## src/rtl/s32x_dreq_fifo.sv

```systemverilog
// SH-2 DMAC external-request responder: 16-bit word FIFO between the MD write port
// and the SH-2 data address, with level-mode DREQ_N and programmed transfer length.
module s32x_dreq_fifo #(
    parameter int DEPTH_LOG2 = 3
) (
    input  logic        CLK,
    input  logic        RST_N,
    input  logic        CE,
    input  logic        CFG_WE,
    input  logic        CFG_EN,
    input  logic [15:0] CFG_LEN,
    input  logic        MD_WE,
    input  logic [15:0] MD_DI,
    output logic        MD_FULL,
    input  logic        SH_RD,
    input  logic        DACK,
    output logic [15:0] SH_DO,
    output logic        SH_ACK,
    output logic        DREQ_N,
    output logic        ACTIVE,
    output logic        ERR
);

    logic [15:0] mem [0:(1 << DEPTH_LOG2) - 1];

    logic [DEPTH_LOG2-1:0] wp_reg, wp_next;
    logic [DEPTH_LOG2-1:0] rp_reg, rp_next;
    logic [DEPTH_LOG2:0]   count_reg, count_next;
    logic [15:0]           in_left_reg, in_left_next;
    logic [15:0]           out_left_reg, out_left_next;
    logic                  active_reg, active_next;
    logic                  err_reg, err_next;
    logic                  dreq_n_next;
    logic                  rd_old_reg;
    logic                  ack_reg;
    logic                  dreq_n_reg;
    logic [15:0]           do_reg;

    logic rd_now;
    logic pop_ev;
    logic pop_ok;
    logic push_ok;

    // COUNT never exceeds the depth, so its top bit alone means full.
    assign MD_FULL = count_reg[DEPTH_LOG2];
    assign SH_DO   = do_reg;
    assign SH_ACK  = ack_reg;
    assign DREQ_N  = dreq_n_reg;
    assign ACTIVE  = active_reg;
    assign ERR     = err_reg;

    always_comb begin
        rd_now  = SH_RD & DACK;
        // A control write swallows any push or pop in the same cycle.
        pop_ev  = rd_now & ~rd_old_reg & ~CFG_WE;
        push_ok = MD_WE & active_reg & ~MD_FULL & (in_left_reg != 16'd0) & ~CFG_WE;
        pop_ok  = pop_ev & (count_reg != '0);

        wp_next       = wp_reg;
        rp_next       = rp_reg;
        count_next    = count_reg;
        in_left_next  = in_left_reg;
        out_left_next = out_left_reg;
        active_next   = active_reg;
        err_next      = err_reg;

        if (CFG_WE) begin
            wp_next    = '0;
            rp_next    = '0;
            count_next = '0;
            err_next   = 1'b0;
            if (CFG_EN) begin
                in_left_next  = CFG_LEN;
                out_left_next = CFG_LEN;
                active_next   = (CFG_LEN != 16'd0);
            end else begin
                in_left_next  = '0;
                out_left_next = '0;
                active_next   = 1'b0;
            end
        end else begin
            if (push_ok) begin
                wp_next      = wp_reg + DEPTH_LOG2'(1);
                in_left_next = in_left_reg - 16'd1;
            end
            if (pop_ok) begin
                rp_next = rp_reg + DEPTH_LOG2'(1);
                if (out_left_reg != 16'd0) begin
                    out_left_next = out_left_reg - 16'd1;
                end
                if (out_left_reg == 16'd1) begin
                    active_next = 1'b0;
                end
            end
            if (pop_ev && !pop_ok) begin
                err_next = 1'b1;
            end
            count_next = count_reg + (DEPTH_LOG2+1)'(push_ok) - (DEPTH_LOG2+1)'(pop_ok);
        end

        dreq_n_next = ~(active_next & (count_next != '0));
    end

    // Storage is left unreset so it maps onto block RAM; COUNT clearing discards contents.
    always_ff @(posedge CLK) begin
        if (CE && push_ok) begin
            mem[wp_reg] <= MD_DI;
        end
    end

    always_ff @(posedge CLK or negedge RST_N) begin
        if (!RST_N) begin
            wp_reg       <= '0;
            rp_reg       <= '0;
            count_reg    <= '0;
            in_left_reg  <= '0;
            out_left_reg <= '0;
            active_reg   <= 1'b0;
            err_reg      <= 1'b0;
            rd_old_reg   <= 1'b0;
            ack_reg      <= 1'b0;
            dreq_n_reg   <= 1'b1;
            do_reg       <= '0;
        end else if (CE) begin
            wp_reg       <= wp_next;
            rp_reg       <= rp_next;
            count_reg    <= count_next;
            in_left_reg  <= in_left_next;
            out_left_reg <= out_left_next;
            active_reg   <= active_next;
            err_reg      <= err_next;
            rd_old_reg   <= rd_now;
            ack_reg      <= pop_ev;
            dreq_n_reg   <= dreq_n_next;
            if (pop_ok) begin
                do_reg <= mem[rp_reg];
            end
        end
    end

endmodule
```

## config.mk

```make
export PLATFORM = sky130hd
export DESIGN_NAME = s32x_dreq_fifo
export DESIGN_NICKNAME = d
export VERILOG_FILES = /design/src/rtl/s32x_dreq_fifo.sv
export SDC_FILE = /design/constraint.sdc
export NUM_CORES = 1
export LEC_CHECK = 0
export BUFFER_PORTS_ARGS = -buffer_cell sky130_fd_sc_hd__buf_2
export CORE_UTILIZATION = 40
export DETAILED_ROUTE_END_ITERATION = 16
export PLACE_DENSITY = 0.68
export REMOVE_ABC_BUFFERS = 1
export SYNTH_ARGS = -nofsm -noshare
export SYNTH_HDL_FRONTEND = slang
export SYNTH_SLANG_ARGS = --single-unit
```

## constraint.sdc

```tcl
create_clock -name CLK -period 3.69 [get_ports CLK]
set_input_delay 0.369 -clock CLK [delete_from_list [all_inputs] [get_ports CLK]]
set_output_delay 0.369 -clock CLK [all_outputs]
set_load 0.1 [all_outputs]
```

-- Word level (Yosys, flattened, before mapping)
Memories as Yosys holds them, arrays and structs flattened. A register that Yosys moved wholly into a read port is not among the register bits.
Index checks and enable logic that the tools add are counted.
- memories kept: 1
- register bits: 47
- output and inout port bits: 21
- bits in writable memories: 128
- equality and inequality tests: 1
- add/subtract/negate cells: 6
- reductions and logical operators: 18
- muxes and demuxes: 19
- bitwise gates (word level): 13
- memory list (name ; words ; width ; rd ports ; clocked after Yosys merged registers in ; write ports ; RTL line ; source):
    mem ; 8 ; 16 ; 1 ; 1 ; 1 ; 24 ; logic [15:0] mem [0:(1 << DEPTH_LOG2) - 1];
- operator list (operator ; number):
    16-bit two-way mux ; 6
    16-bit nonzero test ; 3
    16-bit by 1-bit subtractor with 16-bit output (second input constant) ; 2
    16-bit by 1-bit == test with 1-bit output (second input constant) ; 1
    3-bit two-way mux ; 4
    1-bit AND ; 9
    1-bit two-way mux ; 8
    2-bit AND reduction ; 4
    2-bit nonzero test ; 4
    4-bit nonzero test ; 2
    3-bit by 1-bit adder with 3-bit output (second input constant) ; 2
    4-bit by 1-bit adder with 4-bit output ; 1
    4-bit two-way mux ; 1
    1-bit inverter ; 4
    4-bit by 1-bit subtractor with 4-bit output ; 1
    3-bit AND reduction ; 1
    1-bit logical AND ; 2
    1-bit logical NOT ; 2

-- Depth between registers and ports, before layout
Gate-level depths: netlist of the first run.
- depth in word-level cells: 10
- mapped depth: 13
- gate-level depth less buffers: 13

-- Least setup slack after synthesis of the first run
OpenSTA, ideal clock, no wires.
- path kind: reg2reg
- start: reg active_reg, in the netlist ACTIVE
- end: mem mem[0][0] (enable)
- cell stages (with the launch flop): 5
- arrival: 3365 ps
- path buffers: 1
- setup time: 436 ps
- required time: 3254 ps
- slack: -111 ps
- cells stage by stage: dfrtp_1 -> and4b_1 -> o31ai_4 -> buf_6 -> nor4b_1
- word-level cells in the longest chain between the ends: 7
- ends and longest elaborated chain (what ; RTL line ; source):
    from (decl) ; 31 ; logic active_reg, active_next;
    from (signal assigned) ; 130 ; active_reg <= active_next;
    1-bit AND (4 in a row) ; 56 ; push_ok = MD_WE & active_reg & ~MD_FULL & (in_left_reg != 16'd0) & ~CFG_WE;
    1-bit logical AND ; 106 ; if (CE && push_ok) begin
    1-bit two-way mux ; 106 ;
    1-bit two-way mux (not written as such) ; 107 ; mem[wp_reg] <= MD_DI;
    to (decl) ; 24 ;
Every way passes these cells.

-- Worst setup path after layout of the first run
- start: reg in_left_reg[0]
- end: reg dreq_n_reg, in the netlist DREQ_N
- word-level cells in the longest chain between the ends: 9
- ends and longest elaborated chain (what ; RTL line ; source):
    from (decl) ; 29 ; logic [15:0] in_left_reg, in_left_next;
    from (signal assigned) ; 128 ; in_left_reg <= in_left_next;
    16-bit nonzero test ; 56 ;
    1-bit AND (2 in a row) ; 56 ;
    4-bit by 1-bit adder with 4-bit output ; 98 ; count_next = count_reg + (DEPTH_LOG2+1)'(push_ok) - (DEPTH_LOG2+1)'(pop_ok);
    4-bit by 1-bit subtractor with 4-bit output ; 98 ;
    4-bit two-way mux ; 67 ; if (CFG_WE) begin
    4-bit nonzero test ; 101 ; dreq_n_next = ~(active_next & (count_next != '0));
    1-bit AND ; 101 ;
    1-bit inverter ; 101 ;
    to (signal assigned) ; 134 ; dreq_n_reg <= dreq_n_next;
    to (decl) ; 36 ; logic dreq_n_reg;
Every way passes these cells.
A chain may end at the register's enable or synchronous reset.

==> results.cfg, run 1 <==
[power_and_ir_drop]
powerDensity_nw_per_um2 = 642
p_leak_uw = 0.00344
irDropWorstVdd_v = 0.000369

[sta]
hold_viol_final = 0
skew_ps = 11.4
setup_viol = 0
timing.fmax_mhz = 315
slew_viol_final = 0
min_period_ps = 3170
timing.final.ws_setup_ps = 515
finalSetupTns_ps = 0
tightest_slew_ps = 1160
rsz0062_at_grt = false
maxSlewHeadroom_pct = 22.4
period_share_pct = 86.0
whs_ps = 70.9

[setup_path]
reg2reg_from = in_left_reg[0]
start_kind = flip-flop
critPathMaxFanout = 10
criticalPathCategory = flip-flop to flip-flop
cp-end-kind = flip-flop
crit_start = in_left_reg[0]
crit_required_ps = 4050
ff2ff_path_depth = 12
ff2ff_setup_slack_ps = 520
timing.rr.end = DREQ_N
arrival_ps = 3530
endpoint = DREQ_N

[die]
row_count = 52
die-area_um2 = 21600
num_io_pins = 61
dieHeight_um = 147
coreArea_um2 = 20400
initial_core_util_pct = 41.1
die_w_um = 147

[layout]
fillers = 1759
final_common_cell = edfxtp_1
multi_input_area_um2 = 2780
seqCellArea_um2 = 5420
layout_common_cells = edfxtp_1 (128), dfrtp_1 (60), buf_2 (60)
finalInstanceArea_um2 = 9670
syn_to_final_growth_pct = 15.3
drive_gt1_share_pct = 25.2
regMostFlops = mem
final_core_util_pct = 47.3
largest_reg_flops = 128
nets = 701

[cts]
cts_tree = built
clock_sinks = 191
h-tree-depth = 4
clock_path_buffers = 2
cts_resized = 0
cts-hold-fix-buffers = 0
insertion_delay_ps = 430
cts_made_buffers = 17
clk_pin_slew_ps = 80
cts_root_buffer = clkbuf_16
post_cts_buffers = 0

[synth]
yosysSeqAreaShare_pct = 64.6
synthSimpleGateAreaFrac_pct = 9.99
yosysWarnings = 0
synth_xor_area_share_pct = 0.313
synth_cell_types = 73
synth_mux_area_share_pct = 11.0
synth_adder_area_share_pct = 1.73
netlist_area_um2 = 8390
yosysTopAreaCell = edfxtp_1
synth_compound_area_share_pct = 9.66
async_reset_ff_share_pct = 33.0
ys_ff_latch = 191
synth_ff_type = edfxtp_1
postSynthAreaPerCell_um2 = 14.3
synth_edf_count = 128
yosys-top-cells-area = edfxtp_1 (46%), dfrtp_1 (18%), mux4_2 (8.6%), mux2i_1 (2.4%), nand2_1 (2.3%)
synth_top_family_by_area = multiplexers
netlist_instances = 585
synth_top_area_share_pct = 45.8

[placement]
dp_slack_ps = 574
dp_hpwl_um = 12500
placed_area_um2 = 9060
routabilityCongestion = 0.882
port_buffers = 60

[flow_run]
maxCapViolCount = 0

[global_route]
grt_pass1_vias = 5580
antenna_found_initial = 1
grt_overflow_total = 0
grt_pass1_wl_um = 30600
grtUsageTotal_pct = 18.7
grt_max_degree = 36

[drt]
drtAntennaViolNets = 0
drt-total-wl_um = 19200
drtPass1Iterations = 5
detail_route.vias_per_cell = 5.76
vias = 5381
initialDrtViolationCount = 405
detail_route.wl_per_cell_um = 20.5
drc = 0

[run_status]
status = completed

[hold_path]
hold_class = primary input to asynchronous set/reset pin
[worst min path at each step]
stage                   from          endpoint  slack (ps)  cells after the start
finish                 RST_N  out_left_reg[10]          70                      1
global route           RST_N  out_left_reg[10]         130                      1
CTS                    RST_N  out_left_reg[10]         100                      1
detailed placement  SH_DO[3]          SH_DO[3]         460                      2
global placement    SH_DO[0]          SH_DO[0]         460                      2
floorplan              RST_N            ACTIVE          70                      0
[cell families after synthesis]
logic type                 after synthesis
DFF                                    191
adders and majority gates               11
AOI/OAI and AO/OA                      116
xor gates and xnor gates                 3
and+or+nand+nor                        160
buffers and inverters                   52
muxes                                   52
[critical path, cell delays in order (launching register included)]
cell	delay, ps
dfrtp_1	410
inv_1	130
ha_1	200
nor3b_2	290
nand2_1	320
o31ai_1	340
ha_1	290
inv_1	70
ha_1	180
fa_1	450
nor2_1	140
a31oi_1	110
a21oi_1	170
[Yosys cell counts, drive strengths merged (3+ instances only)]
library cell	n
edfxtp	128
dfrtp	62
nand2	53
mux4	32
o21ai	28
nor2	26
a21oi	20
mux2i	20
clkbuf	19
inv	19
nand3	17
nor3	17
nor4	16
buf	14
ha	10
o22ai	8
nand4	5
o211ai	5
o31ai	5
or4	5
a31oi	4
and3	4
nor3b	4
o311ai	4
a221o	3
a221oi	3
a22oi	3
a31o	3
and2	3
o221ai	3
[per-stage QoR]
step / total power [µW] / std cells
finish: 6210 / 934
global route: 6470 / 933
CTS: 6250 / 933
detailed placement: 4390 / 901
global placement: 4340 / 901
floorplan: 3990 / 552
[metal layers]
metal / routed length, µm / vias to the layer above / share of wire [%] / track usage (%)
met1: 8230 / 2732 / 43 / 23.9
met5: 0 / - / 0 / 0
met4: 278 / 0 / 1.4 / 6.20
met3: 1100 / 25 / 5.7 / 4.44
li1: - / 2438 / - / -
met2: 9570 / 186 / 50 / 31.2
[layout make-up]
type,count,share of cell area [%]
flip-flops and latches,191,56.1
well taps,270,3.49
clock inverters,14,1.81
multi-input cells,342,28.7
repair buffers,79,4.71
inverters,19,0.737
clock buffers,18,4.44
diodes,1,0.0259
[report_power, final]
group | leakage (µW) | switching [µW] | internal (µW)
clock network | 0.000294 | 932 | 931
logic | 0.00121 | 1180 | 420
registers | 0.00194 | 235 | 2510
total | 0.00344 | 2350 | 3860
Power figures use the tool's default switching activity.
==> run 2: changes to the inputs <==
Settings changed: CELL_PAD_IN_SITES_DETAIL_PLACEMENT set to 0, CELL_PAD_IN_SITES_GLOBAL_PLACEMENT set to 1, PLACE_DENSITY 0.68 to 0.77, REMOVE_ABC_BUFFERS 1 to not set, SKIP_CTS_REPAIR_TIMING set to 1.
==> results.cfg, run 2 (same netlist as run 1, synthesis figures left out) <==
[layout]
fillers = 1800
largest_reg_flops = 128
nets = 704
regMostFlops = mem
finalInstanceArea_um2 = 9770
final_common_cell = edfxtp_1
syn_to_final_growth_pct = 16.4
drive_gt1_share_pct = 25.5
multi_input_area_um2 = 2790
layout_common_cells = edfxtp_1 (128), dfrtp_1 (60), buf_2 (60)
seqCellArea_um2 = 5420

[die]
die-area_um2 = 21600
coreArea_um2 = 20400
num_io_pins = 61
die_w_um = 147
row_count = 52
initial_core_util_pct = 41.1
dieHeight_um = 147

[global_route]
grt_overflow_total = 0
grtUsageTotal_pct = 18.6
grt_pass1_vias = 5516
antenna_found_initial = 1
grt_max_degree = 43
grt_pass1_wl_um = 30500

[drt]
vias = 5490
drt-total-wl_um = 19100
drtAntennaViolNets = 0
drtPass1Iterations = 5
detail_route.wl_per_cell_um = 20.4
initialDrtViolationCount = 469
drc = 0
detail_route.vias_per_cell = 5.86

[sta]
slew_viol_final = 0
rsz0062_at_grt = false
timing.fmax_mhz = 321
maxSlewHeadroom_pct = 34.2
period_share_pct = 84.3
tightest_slew_ps = 983
min_period_ps = 3110
skew_ps = 14.9
hold_viol_final = 0
setup_viol = 0
finalSetupTns_ps = 0

[setup_path]
path_common_cell = ha_1
path_cells = inv_1 > ha_1 > nor3b_2 > nand2_1 > o31ai_1 > ha_1 > inv_1 > ha_1 > fa_1 > nor2_1 > a31oi_1 > a21oi_1
start_kind = flip-flop
crit_cells = 12
crit_family = adder cells
slowest_delay_ps = 460
ff2ff_path_depth = 12
crit_required_ps = 4060
criticalPathCategory = flip-flop to flip-flop
arrival_ps = 3480
cp-end-kind = flip-flop
critPathMaxFanout = 10
crit_slowest_cell = fa_1
crit_buf_inv = 2

[power_and_ir_drop]
pwr-share-clk_pct = 31.1
p_switching_uw = 2420
p_int_uw = 3900
pwr-share-comb_pct = 25.4
irDropWorstVdd_v = 0.000470
powerDensity_nw_per_um2 = 648
p_leak_uw = 0.00348
swShare_pct = 38.3
p_seq_share_pct = 43.5

[cts]
clock_sinks = 191
h-tree-depth = 4
clk_pin_slew_ps = 90
cts_made_buffers = 17
insertion_delay_ps = 430
clock_path_buffers = 2
cts_tree = built
cts_root_buffer = clkbuf_16

[run_status]
status = completed

[synth]
syn_nets = 636

[placement]
placed_area_um2 = 9100
dp_hpwl_um = 12600
port_buffers = 60
routabilityCongestion = 0.868

[flow_run]
maxCapViolCount = 0

[hold_path]
whs_path_depth = 3
hold_class = primary input to flip-flop
[run 2: cell count changes in the layout (fill, tap and decap cells not counted), sizes merged]
cell         change
inv              -1
dlygate4sd3      +1
clkbuf           -1
clkinv           +2
buf              +2
[run 2: power by group through the flow]
stage / clock network [µW] / registers [µW] / logic, µW
final: 1970 / 2750 / 1610
after global routing: 2090 / 2790 / 1710
after CTS: 2010 / 2750 / 1610
after detailed placement: 0 / 2800 / 1600
after global placement: 0 / 2780 / 1570
after floorplan: 0 / 3370 / 654
[run 2: layout make-up]
cell class	count	share of cell area (%)
sequential	191	55.5
multi-input combinational	342	28.6
clock inverter	15	2.40
antenna	1	0.0256
clock buffer	17	4.36
tap	270	3.46
timing repair buffer	82	4.92
inverter	19	0.730
[run 2: worst min-delay path, cell delays in order]
cell and delay, ps:
buf_2 90, nand3_1 50, o21ai_0 70
[run 2: worst paths after layout]
| path | to | slack, ps | from |
|---|---|---|---|
| setup / recovery | DREQ_N | 580 | in_left_reg[0] |
| hold reg to reg | SH_DO[8] | 480 | SH_DO[8] |
| min in group asynchronous | out_left_reg[4] | 450 | RST_N |
| setup reg to reg | DREQ_N | 580 | in_left_reg[0] |
| max in group asynchronous | rp_reg[0] | 2550 | RST_N |
| hold / removal | rd_old_reg | 200 | DACK |
[run 2: metal layers]
metal  vias to the layer above  global-route usage [%]  share of wire [%]
met4                         0                    6.82                1.6
met1                      2815                    25.3                 42
met3                        26                    3.39                5.8
met2                       203                    29.9                 51
met5                         -                       0                  0
li1                       2446                       -                  -
[run 2: stage by stage]
step	setup WS (ps)	power [µW]	std cells	util (%)	hold WS, ps
floorplan	21.6	4020	585	-	73.4
global placement	710	4350	903	44.5	390
detailed placement	633	4400	903	44.5	391
CTS	594	6370	935	47.8	-78.5
global route	383	6590	936	47.8	189
finish	579	6330	937	47.8	196
==> run 3: changes to the inputs <==
Clock period 3.69 ns to 2.55 ns, I/O delays scaled along.
==> results.cfg, run 3 (same netlist as run 1, synthesis figures left out) <==
[run_status]
status = finished with violations
failed_checks = negative setup slack

[die]
die_w_um = 147
num_io_pins = 61
dieHeight_um = 147
coreArea_um2 = 20400
die-area_um2 = 21600
initial_core_util_pct = 41.1
row_count = 52

[cts]
clock_path_buffers = 2
clock_sinks = 191
insertion_delay_ps = 450
cts_root_buffer = clkbuf_16
clk_pin_slew_ps = 80
cts_made_buffers = 17
cts_tree = built
h-tree-depth = 4

[sta]
slew_viol_final = 0
min_period_ps = 2630
skew_ps = 15.2
timing.final.ws_setup_ps = -75.3
setup_viol = 1
hold_viol_final = 0
period_share_pct = 103
timing.fmax_mhz = 381
maxSlewHeadroom_pct = 19.9
tightest_slew_ps = 1190
rsz0062_at_grt = true

[setup_path]
cp-end-kind = flip-flop
criticalPathCategory = flip-flop to flip-flop
arrival_ps = 3010
start_kind = flip-flop
ff2ff_path_depth = 12
reg2reg_from = in_left_reg[1]
crit_required_ps = 2930
timing.rr.end = DREQ_N
critPathMaxFanout = 4
ff2ff_setup_slack_ps = -80

[placement]
dpl.cell_count = 929
routabilityCongestion = 0.853
port_buffers = 60
dp_slack_ps = -84.4
dp_hpwl_um = 12900

[layout]
syn_to_final_growth_pct = 20.4
layout_common_cells = edfxtp_1 (128), buf_2 (60), dfrtp_1 (59)
largest_reg_flops = 128
final_common_cell = edfxtp_1
fillers = 1753
regMostFlops = mem
nets = 732
stdcell_count = 965
drive_gt1_share_pct = 30.7

[drt]
vias = 5456
initialDrtViolationCount = 484
drtPass1Iterations = 5
detail_route.vias_per_cell = 5.65
detail_route.wl_per_cell_um = 20.5
drc = 0
drt-total-wl_um = 19800
drtAntennaViolNets = 0

[hold_path]
hold_class = primary input to flip-flop
whs_path_depth = 3
hold_end = rd_old_reg
min_from = DACK

[global_route]
grtUsageTotal_pct = 19.0
grt_max_degree = 64
grt_overflow_total = 0
grt_pass1_wl_um = 30800
grt_pass1_vias = 5464
antenna_found_initial = 2

[power_and_ir_drop]
pwr-share-clk_pct = 30.4
swShare_pct = 38.5
power_uw = 9450
p_leak_uw = 0.00365
irDropWorstVdd_v = 0.000742
pwr-share-comb_pct = 27.7
p_switching_uw = 3640
p_seq_share_pct = 41.9
powerDensity_nw_per_um2 = 936
p_int_uw = 5810

[synth]
syn_nets = 636

[flow_run]
maxCapViolCount = 0
run 3: cell types whose count changed in the layout (fill, tap and decap cells not counted), sizes merged:
cell / previous run / this run
clkinv: 6 / 7
inv: 28 / 27
buf: 81 / 109
run 3: worst max-delay path, stage by stage (launching register included):
cell and delay, ps:
dfrtp_1 400, inv_2 90, ha_4 140, nor3b_4 230
nand2_4 120, o31ai_4 240, ha_1 260, inv_1 60
ha_2 170, fa_1 430, nor2_1 140, a31oi_1 110
a21oi_1 160
run 3: power groups by stage:
stage | logic, µW | registers [µW] | clock network, µW
2_1_floorplan | 988 | 4900 | 0
3_5_place_dp | 2570 | 4010 | 0
5_1_grt | 2790 | 4000 | 3030
4_1_cts | 2570 | 3950 | 2910
3_3_place_gp | 2520 | 3990 | 0
6_report | 2620 | 3960 | 2870
run 3: worst max path at each step:
stage	cells past startpoint	end	slack, ps	startpoint
global route	12	DREQ_N	-180	in_left_reg[1]
floorplan	11	DREQ_N	4	count_reg[3]
detailed placement	7	mem[1][0]	-80	in_left_reg[0]
CTS	12	DREQ_N	-100	in_left_reg[0]
global placement	12	DREQ_N	-20	in_left_reg[0]
finish	12	DREQ_N	-80	in_left_reg[1]
run 3: cell type report:
type,instances,area (µm²),area share [%]
antenna,1,2.50,0.0248
clock buffer,17,425,4.21
clock inverter,15,233,2.30
inverter,19,71.3,0.706
multi-input combinational,342,2880,28.6
sequential,191,5430,53.8
tap,270,338,3.34
timing repair buffer,110,716,7.09
run 3: routing by layer:
layer  share of wire (%)  global-route usage (%)  routed length [µm]
met2                  48                    30.2                9550
met1                  44                    25.7                8690
met4                 1.9                    6.98                 378
met5                   0                       0                   0
met3                 5.8                    3.98                1140
run 3: metrics by stage:
stage | TNS, ps | hold slack [ps] | util (%) | cell area (µm²)
after global routing | -246 | 63.2 | 49.4 | 10100
after CTS | -904 | -168 | 49.1 | 10000
after global placement | -21.4 | 312 | 45.9 | 9370
after floorplan | 0 | -40.6 | - | 8490
after detailed placement | -665 | 316 | 45.9 | 9370
final | -75.3 | 50.4 | 49.4 | 10100
